[src/rtl/axil2native_adapter_pkg.sv]
// rtl/axil2native_adapter_pkg.sv - shared FSM encoding and AXI response codes
// Contents: state_e (IDLE/WR/RD/BRESP/RRESP, 3-bit), RESP_OKAY, RESP_SLVERR.
package axil2native_adapter_pkg;

  typedef enum logic [2:0] {
    ST_IDLE  = 3'd0,
    ST_WR    = 3'd1,
    ST_RD    = 3'd2,
    ST_BRESP = 3'd3,
    ST_RRESP = 3'd4
  } state_e;

  localparam logic [1:0] RESP_OKAY   = 2'b00;
  localparam logic [1:0] RESP_SLVERR = 2'b10;

endpackage

[src/rtl/axil2native_adapter.sv]
// rtl/axil2native_adapter.sv - AXI4-lite slave to native-interface master bridge
// Ports:
//   clk, resetn            clock, asynchronous active-low reset
//   s_axi_aw* / s_axi_w*   write address / data channels, one-deep buffers each
//   s_axi_b*               write response, always OKAY
//   s_axi_ar*              read address channel, arprot[2] = instruction fetch
//   s_axi_r*               read data / response, always OKAY
//   native_*               single outstanding native request; native_ready is a
//                          one-cycle completion pulse, native_wstrb == 0 means read
module axil2native_adapter
  import axil2native_adapter_pkg::*;
#(
  parameter int DATA_WIDTH = 32,
  parameter int ADDR_WIDTH = 32,
  parameter int STRB_WIDTH = DATA_WIDTH / 8
) (
  input  logic                  clk,
  input  logic                  resetn,
  input  logic                  s_axi_awvalid,
  output logic                  s_axi_awready,
  input  logic [ADDR_WIDTH-1:0] s_axi_awaddr,
  input  logic [2:0]            s_axi_awprot,
  input  logic                  s_axi_wvalid,
  output logic                  s_axi_wready,
  input  logic [DATA_WIDTH-1:0] s_axi_wdata,
  input  logic [STRB_WIDTH-1:0] s_axi_wstrb,
  output logic                  s_axi_bvalid,
  input  logic                  s_axi_bready,
  output logic [1:0]            s_axi_bresp,
  input  logic                  s_axi_arvalid,
  output logic                  s_axi_arready,
  input  logic [ADDR_WIDTH-1:0] s_axi_araddr,
  input  logic [2:0]            s_axi_arprot,
  output logic                  s_axi_rvalid,
  input  logic                  s_axi_rready,
  output logic [DATA_WIDTH-1:0] s_axi_rdata,
  output logic [1:0]            s_axi_rresp,
  output logic                  native_valid,
  output logic                  native_instr,
  input  logic                  native_ready,
  output logic [ADDR_WIDTH-1:0] native_addr,
  output logic [DATA_WIDTH-1:0] native_wdata,
  output logic [STRB_WIDTH-1:0] native_wstrb,
  input  logic [DATA_WIDTH-1:0] native_rdata
);

  state_e                state_q;
  // Low while in reset so every ready output is 0 during reset, not just the state.
  logic                  run_q;

  logic                  aw_full_q;
  logic [ADDR_WIDTH-1:0] aw_addr_q;
  logic                  w_full_q;
  logic [DATA_WIDTH-1:0] w_data_q;
  logic [STRB_WIDTH-1:0] w_strb_q;
  logic                  ar_full_q;
  logic [ADDR_WIDTH-1:0] ar_addr_q;
  logic                  ar_instr_q;

  // Set after a read is served, cleared after a write: under contention the
  // type not served last wins, and the reset value makes read go first.
  logic                  prio_write_q;

  logic                  native_valid_q;
  logic                  native_instr_q;
  logic [ADDR_WIDTH-1:0] native_addr_q;
  logic [DATA_WIDTH-1:0] native_wdata_q;
  logic [STRB_WIDTH-1:0] native_wstrb_q;
  logic                  bvalid_q;
  logic                  rvalid_q;
  logic [DATA_WIDTH-1:0] rdata_q;

  logic aw_hs;
  logic w_hs;
  logic ar_hs;
  logic wr_pend;
  logic rd_pend;
  logic unused_prot;

  assign s_axi_awready = run_q & ~aw_full_q;
  assign s_axi_wready  = run_q & ~w_full_q;
  assign s_axi_arready = run_q & ~ar_full_q;

  assign aw_hs = s_axi_awvalid & s_axi_awready;
  assign w_hs  = s_axi_wvalid & s_axi_wready;
  assign ar_hs = s_axi_arvalid & s_axi_arready;

  assign wr_pend = aw_full_q & w_full_q;
  assign rd_pend = ar_full_q;

  assign s_axi_bvalid = bvalid_q;
  assign s_axi_bresp  = RESP_OKAY;
  assign s_axi_rvalid = rvalid_q;
  assign s_axi_rdata  = rdata_q;
  assign s_axi_rresp  = RESP_OKAY;

  assign native_valid = native_valid_q;
  assign native_instr = native_instr_q;
  assign native_addr  = native_addr_q;
  assign native_wdata = native_wdata_q;
  assign native_wstrb = native_wstrb_q;

  assign unused_prot = ^{s_axi_awprot, s_axi_arprot[1:0]};

  always_ff @(posedge clk or negedge resetn) begin
    if (!resetn) begin
      state_q        <= ST_IDLE;
      run_q          <= 1'b0;
      aw_full_q      <= 1'b0;
      aw_addr_q      <= '0;
      w_full_q       <= 1'b0;
      w_data_q       <= '0;
      w_strb_q       <= '0;
      ar_full_q      <= 1'b0;
      ar_addr_q      <= '0;
      ar_instr_q     <= 1'b0;
      prio_write_q   <= 1'b0;
      native_valid_q <= 1'b0;
      native_instr_q <= 1'b0;
      native_addr_q  <= '0;
      native_wdata_q <= '0;
      native_wstrb_q <= '0;
      bvalid_q       <= 1'b0;
      rvalid_q       <= 1'b0;
      rdata_q        <= '0;
    end else begin
      run_q <= 1'b1;

      // Buffers only load while empty, so these never collide with the
      // clears below (a buffer is full for the whole time it is being served).
      if (aw_hs) begin
        aw_full_q <= 1'b1;
        aw_addr_q <= s_axi_awaddr;
      end
      if (w_hs) begin
        w_full_q <= 1'b1;
        w_data_q <= s_axi_wdata;
        w_strb_q <= s_axi_wstrb;
      end
      if (ar_hs) begin
        ar_full_q  <= 1'b1;
        ar_addr_q  <= s_axi_araddr;
        ar_instr_q <= s_axi_arprot[2];
      end

      case (state_q)
        ST_IDLE: begin
          if (wr_pend && (!rd_pend || prio_write_q)) begin
            prio_write_q <= 1'b0;
            if (w_strb_q == '0) begin
              // Nothing to write: answer immediately without a native access.
              state_q   <= ST_BRESP;
              bvalid_q  <= 1'b1;
              aw_full_q <= 1'b0;
              w_full_q  <= 1'b0;
            end else begin
              state_q        <= ST_WR;
              native_valid_q <= 1'b1;
              native_instr_q <= 1'b0;
              native_addr_q  <= aw_addr_q;
              native_wdata_q <= w_data_q;
              native_wstrb_q <= w_strb_q;
            end
          end else if (rd_pend) begin
            prio_write_q   <= 1'b1;
            state_q        <= ST_RD;
            native_valid_q <= 1'b1;
            native_instr_q <= ar_instr_q;
            native_addr_q  <= ar_addr_q;
            native_wstrb_q <= '0;
          end
        end
        ST_WR: begin
          if (native_ready) begin
            native_valid_q <= 1'b0;
            state_q        <= ST_BRESP;
            bvalid_q       <= 1'b1;
            aw_full_q      <= 1'b0;
            w_full_q       <= 1'b0;
          end
        end
        ST_RD: begin
          if (native_ready) begin
            native_valid_q <= 1'b0;
            state_q        <= ST_RRESP;
            rvalid_q       <= 1'b1;
            rdata_q        <= native_rdata;
            ar_full_q      <= 1'b0;
          end
        end
        ST_BRESP: begin
          if (s_axi_bready) begin
            bvalid_q <= 1'b0;
            state_q  <= ST_IDLE;
          end
        end
        ST_RRESP: begin
          if (s_axi_rready) begin
            rvalid_q <= 1'b0;
            state_q  <= ST_IDLE;
          end
        end
        default: begin
          state_q <= ST_IDLE;
        end
      endcase
    end
  end

endmodule

[config.mk]
export PLATFORM = sky130hd
export DESIGN_NAME = axil2native_adapter
export DESIGN_NICKNAME = d
export VERILOG_FILES = /design/src/rtl/axil2native_adapter_pkg.sv /design/src/rtl/axil2native_adapter.sv
export SDC_FILE = /design/constraint.sdc
export NUM_CORES = 1
export LEC_CHECK = 0
export ABC_AREA = 1
export BUFFER_PORTS_ARGS = -buffer_cell sky130_fd_sc_hd__buf_2
export CAP_MARGIN = 20
export CORE_MARGIN = 2
export CORE_UTILIZATION = 40
export CTS_CLUSTER_DIAMETER = 80
export CTS_CLUSTER_SIZE = 8
export DETAILED_ROUTE_END_ITERATION = 16
export PLACE_DENSITY = 0.78
export SYNTH_ARGS = -nofsm -noshare
export SYNTH_HDL_FRONTEND = slang
export SYNTH_SLANG_ARGS = --single-unit
[constraint.sdc]
create_clock -name clk -period 1.4 [get_ports clk]
set_input_delay 0.07 -clock clk [delete_from_list [all_inputs] [get_ports clk]]
set_output_delay 0.07 -clock clk [all_outputs]
set_load 0.02 [all_outputs]
==> metrics.md <==
| Metric | Value |
|---|---|
| LEAKAGE | `7.12 nW` |
| HP Start | `native_ready` |
| Boundary Pins | `257` |
| Core ar. | `21200 um2` |
| Drt total wl | `29100 um` |
| Die ar. | `22800 um2` |
| Slowest stage delay, CP | `0.46 ns` |
| Syn Area/Cell | `10.1 um2` |
| Final min period | `1.48 ns` |
| PD cells | `2370 nW/um2` |
| Final hold violation count | `0` |
| Post-synthesis xor/xnor area fraction | `0%` |
| First-pass GRT wire length | `40300 um` |
| Via count of the routed design | `7983` |
| Mapped cell area | `8650 um2` |
| Die Y | `151 um` |
| # DRC | `0` |
| Worst-path fanout max | `8` |
| HPWL after detailed placement | `15100 um` |
| Final WS setup | `-0.0753 ns` |
| Failing checks | `setup timing` |
| Clock slew at reported path FFs | `0.06 ns` |
| Pwr Total | `32.3 mW` |
| I/O Buffers | `247` |
| DR vias/cell | `5.01` |
| Fin. max-slew vios | `0` |
| Critical path class | `register to register` |
| Layout fillers | `1499` |
| Cell taking the most area after synthesis | `dfrtp_1` |
| Critical Path Slowest Stage Cell | `dfrtp_2` |
| Hold Crit Endpoint | `native_valid` |
| CP Launch Type | `register` |
| Worst r2r src | `ar_full_q` |
| Compound-Gate Fraction of Synth Area | `1.85%` |
| Cell Rows | `53` |
| Worst slack, placed | `-0.0700 ns` |
| RSZ-0062 raised after global routing | `true` |
| Synthesis-to-finish area growth | `57.4%` |
| Worst path cell trace | `nand2_2, nand2_4, buf_4, nor2_4, nand2_4, clkbuf_16, nand2_1, nand2_1` |
| Worst EP arrival | `1.89 ns` |
| Fmax | `678 MHz` |
| Worst rel slew slack | `65.3%` |
| R2R Setup Slk | `-0.08 ns` |
| Initial core utilization | `40.9%` |
| Largest family of logic cells by synthesized area | `simple AND/OR/NAND/NOR gates` |
| Largest net degree at the start of global routing | `57` |
| Synth top area share | `61.6%` |
| Max Cap Viol | `0` |
| Tcrit/Tclk final | `105%` |
| Worst-Skew Late Latency | `0.54 ns` |
| Synth Warn # | `0` |
| Adder-Cell Fraction of Synth Area | `0%` |
| GRT Total Usage | `22.5%` |
| Min-Delay Path Depth | `6` |
| Nets | `1462` |
| Die width | `151 um` |
| Num CTS Buffers | `30` |
| Placer Congestion | `0.807` |
| DR iter-0 viols | `454` |
| Req. time, crit path | `1.81 ns` |
| Root Buffer | `clkbuf_16` |
| Multi-input logic area | `3240 um2` |
| Outcome | `finished, violations left` |
| Worst-case reg-to-reg path depth | `8` |
| Antenna violations before repair | `1` |
| Post-Synth Simple-Gate Area | `20.7%` |
| Worst Skew | `0.0101 ns` |
| Total gr overflow | `0` |
| Worst ir drop on vdd | `0.00134 V` |
| Final Setup Violations | `72` |
| Worst Max-Slew Pin Slew | `0.520 ns` |
| Layout cells sized above 1 | `40.8%` |
| Reg area | `5330 um2` |
| Routed Antenna Nets | `0` |
| Vias in the first global route | `8105` |
| CTS tree | `built` |
| # clock sinks | `213` |
| Worst Hold Class | `primary input to register` |
| Synthesis-stage register bit count | `213` |
| H-tree lvl count | `1` |
| Final core occ | `64.4%` |
| WP buf/inv | `2` |
| Post-synthesis sequential area ratio | `61.6%` |
| Area contributors post-synth | `dfrtp_1 (62%), nand2_1 (16%), mux2_2 (12%), nand3_1 (2.2%), buf_2 (1.6%)` |
| Largest delay contributor family on the critical path | `simple AND/OR/NAND/NOR gates` |
| Endpoint class of the critical path | `register` |
| Clock Tree Buf Depth | `3` |
| Routed len/inst | `18.3 um` |
| Router iterations before antenna repair | `4` |
| Synth unique cells | `22` |
| RR Endpoint | `native_wdata[25]` |
| Mux contribution to synthesized area | `11.8%` |
| Final hold slack | `0.0303 ns` |
| Synthesized instance count | `859` |
-- how the worst max path moves through the flow --
| stage | cells past startpoint | end | slack (ns) | startpoint |
|---|---|---|---|---|
| after floorplan | 5 | w_data_q[10] | -0.01 | run_q |
| after global placement | 9 | native_addr[28] | -0.03 | w_strb_q[2] |
| after detailed placement | 10 | native_addr[29] | -0.07 | state_q[0] |
| after CTS | 3 | s_axi_arready | -0.04 | ar_full_q |
| after global routing | 9 | native_wdata[25] | -0.12 | aw_full_q |
| final | 8 | native_wdata[25] | -0.08 | ar_full_q |
-- per-layer routing --
layer  wire length [um]  GRT usage [%]  vias to the layer above
li1                   -              -                     3624
met1              10900           25.8                     3817
met2              14700           39.7                      423
met3               2170           5.00                      119
met4               1390           11.0                        0
met5                  0              0                        -
-- worst reg2reg max path, cell delays in order, from the launching register on --
cell and delay [ns]:
dfrtp_2 0.46, nand2_2 0.10, nand2_4 0.08, buf_4 0.15, nor2_4 0.14, nand2_4 0.12, clkbuf_16 0.19, nand2_1 0.06
nand2_1 0.06
-- cell usage in the layout, fill, tap and decap left out --
master         netlist  routed
nand3b_1             1       1
inv_4                0       2
dlygate4sd3_1        0     137
nand3_2              0       1
dfrtp_1            213     212
conb_1               2       5
clkinv_2             0       1
nor2_1              22      18
inv_1               25      22
nand2_8              0       2
mux2_2              91      91
dfrtp_2              0       1
buf_4                8      35
nand2_1            373     315
nand3_1             38      37
a21oi_1             13      13
inv_2                6       5
clkinv_8             0       1
inv_16               0       1
diode_2              0       2
o21ai_1              4       4
buf_2               28     243
nor2_2               6       4
nor2_4               1       7
a21oi_4              0       1
nand2_4              2       7
o21ai_0             12      12
o22ai_1              1       1
buf_6                0      14
nand4_1              2       2
clkbuf_16            0      45
buf_8                0       4
nand2_2              4      55
buf_12               0      17
-- area by class of cell --
class	count	share of cell area, %
diodes	2	0.0368
clock inverters	1	0.0368
flip-flops and latches	213	39.2
repair buffers	464	27.6
well taps	275	2.53
inverters	31	1.10
multi-input cells	576	23.8
clock buffers	31	5.70
-- timing repair --
item                                   CTS  global route
buffers inserted                         5             7
pin swaps                                2            21
setup endpoints to repair              129           168
gates cloned                             0            20
endpoints found under the hold margin  349             0
gates resized for setup                 13           107
hold buffers                           137             0
-- kinds of logic after synthesis --
group,count (synthesis)
simple gates,449
flops,213
mux,91
buf+inv,73
compound gates,31
other cells,2
-- flip-flops by register name, indices dropped and copies added (netlist names), 3 cells and up --
register,flops
ar_addr_q,32
aw_addr_q,32
native_addr,32
native_wdata,32
native_wstrb,4
s_axi_rdata,32
state_q,3
w_data_q,32
w_strb_q,4
-- power by group --
| group | switching [mW] | internal (mW) |
|---|---|---|
| combinational | 8.65 | 6.44 |
| sequential | 1.73 | 9.18 |
| clock | 2.47 | 3.82 |
-- synthesized netlist by cell type --
library cell and n:
inv_2 6, nor2_4 1, inv_1 25, nand3_1 38, nand2_2 4, nand2_4 2
nor2_1 22, o21ai_1 4, dfrtp_1 213, clkbuf_1 6, nand2_1 373, mux2_2 91
nand4_1 2, nor2_2 6, buf_2 28, conb_1 2, nand3b_1 1, a21oi_2 1
o21ai_0 12, a21oi_1 13, buf_4 8, o22ai_1 1
-- per-stage QoR --
step | setup TNS, ns | instances | cell area (um2)
final | -2.65 | 1593 | 13600
after global routing | -9.21 | 1592 | 13600
after CTS | -0.262 | 1564 | 12800
after detailed placement | -1.69 | 1390 | 10600
after global placement | -0.716 | 1390 | 10600
after floorplan | -0.674 | 862 | 8670
(Power assumes the default switching activity.)
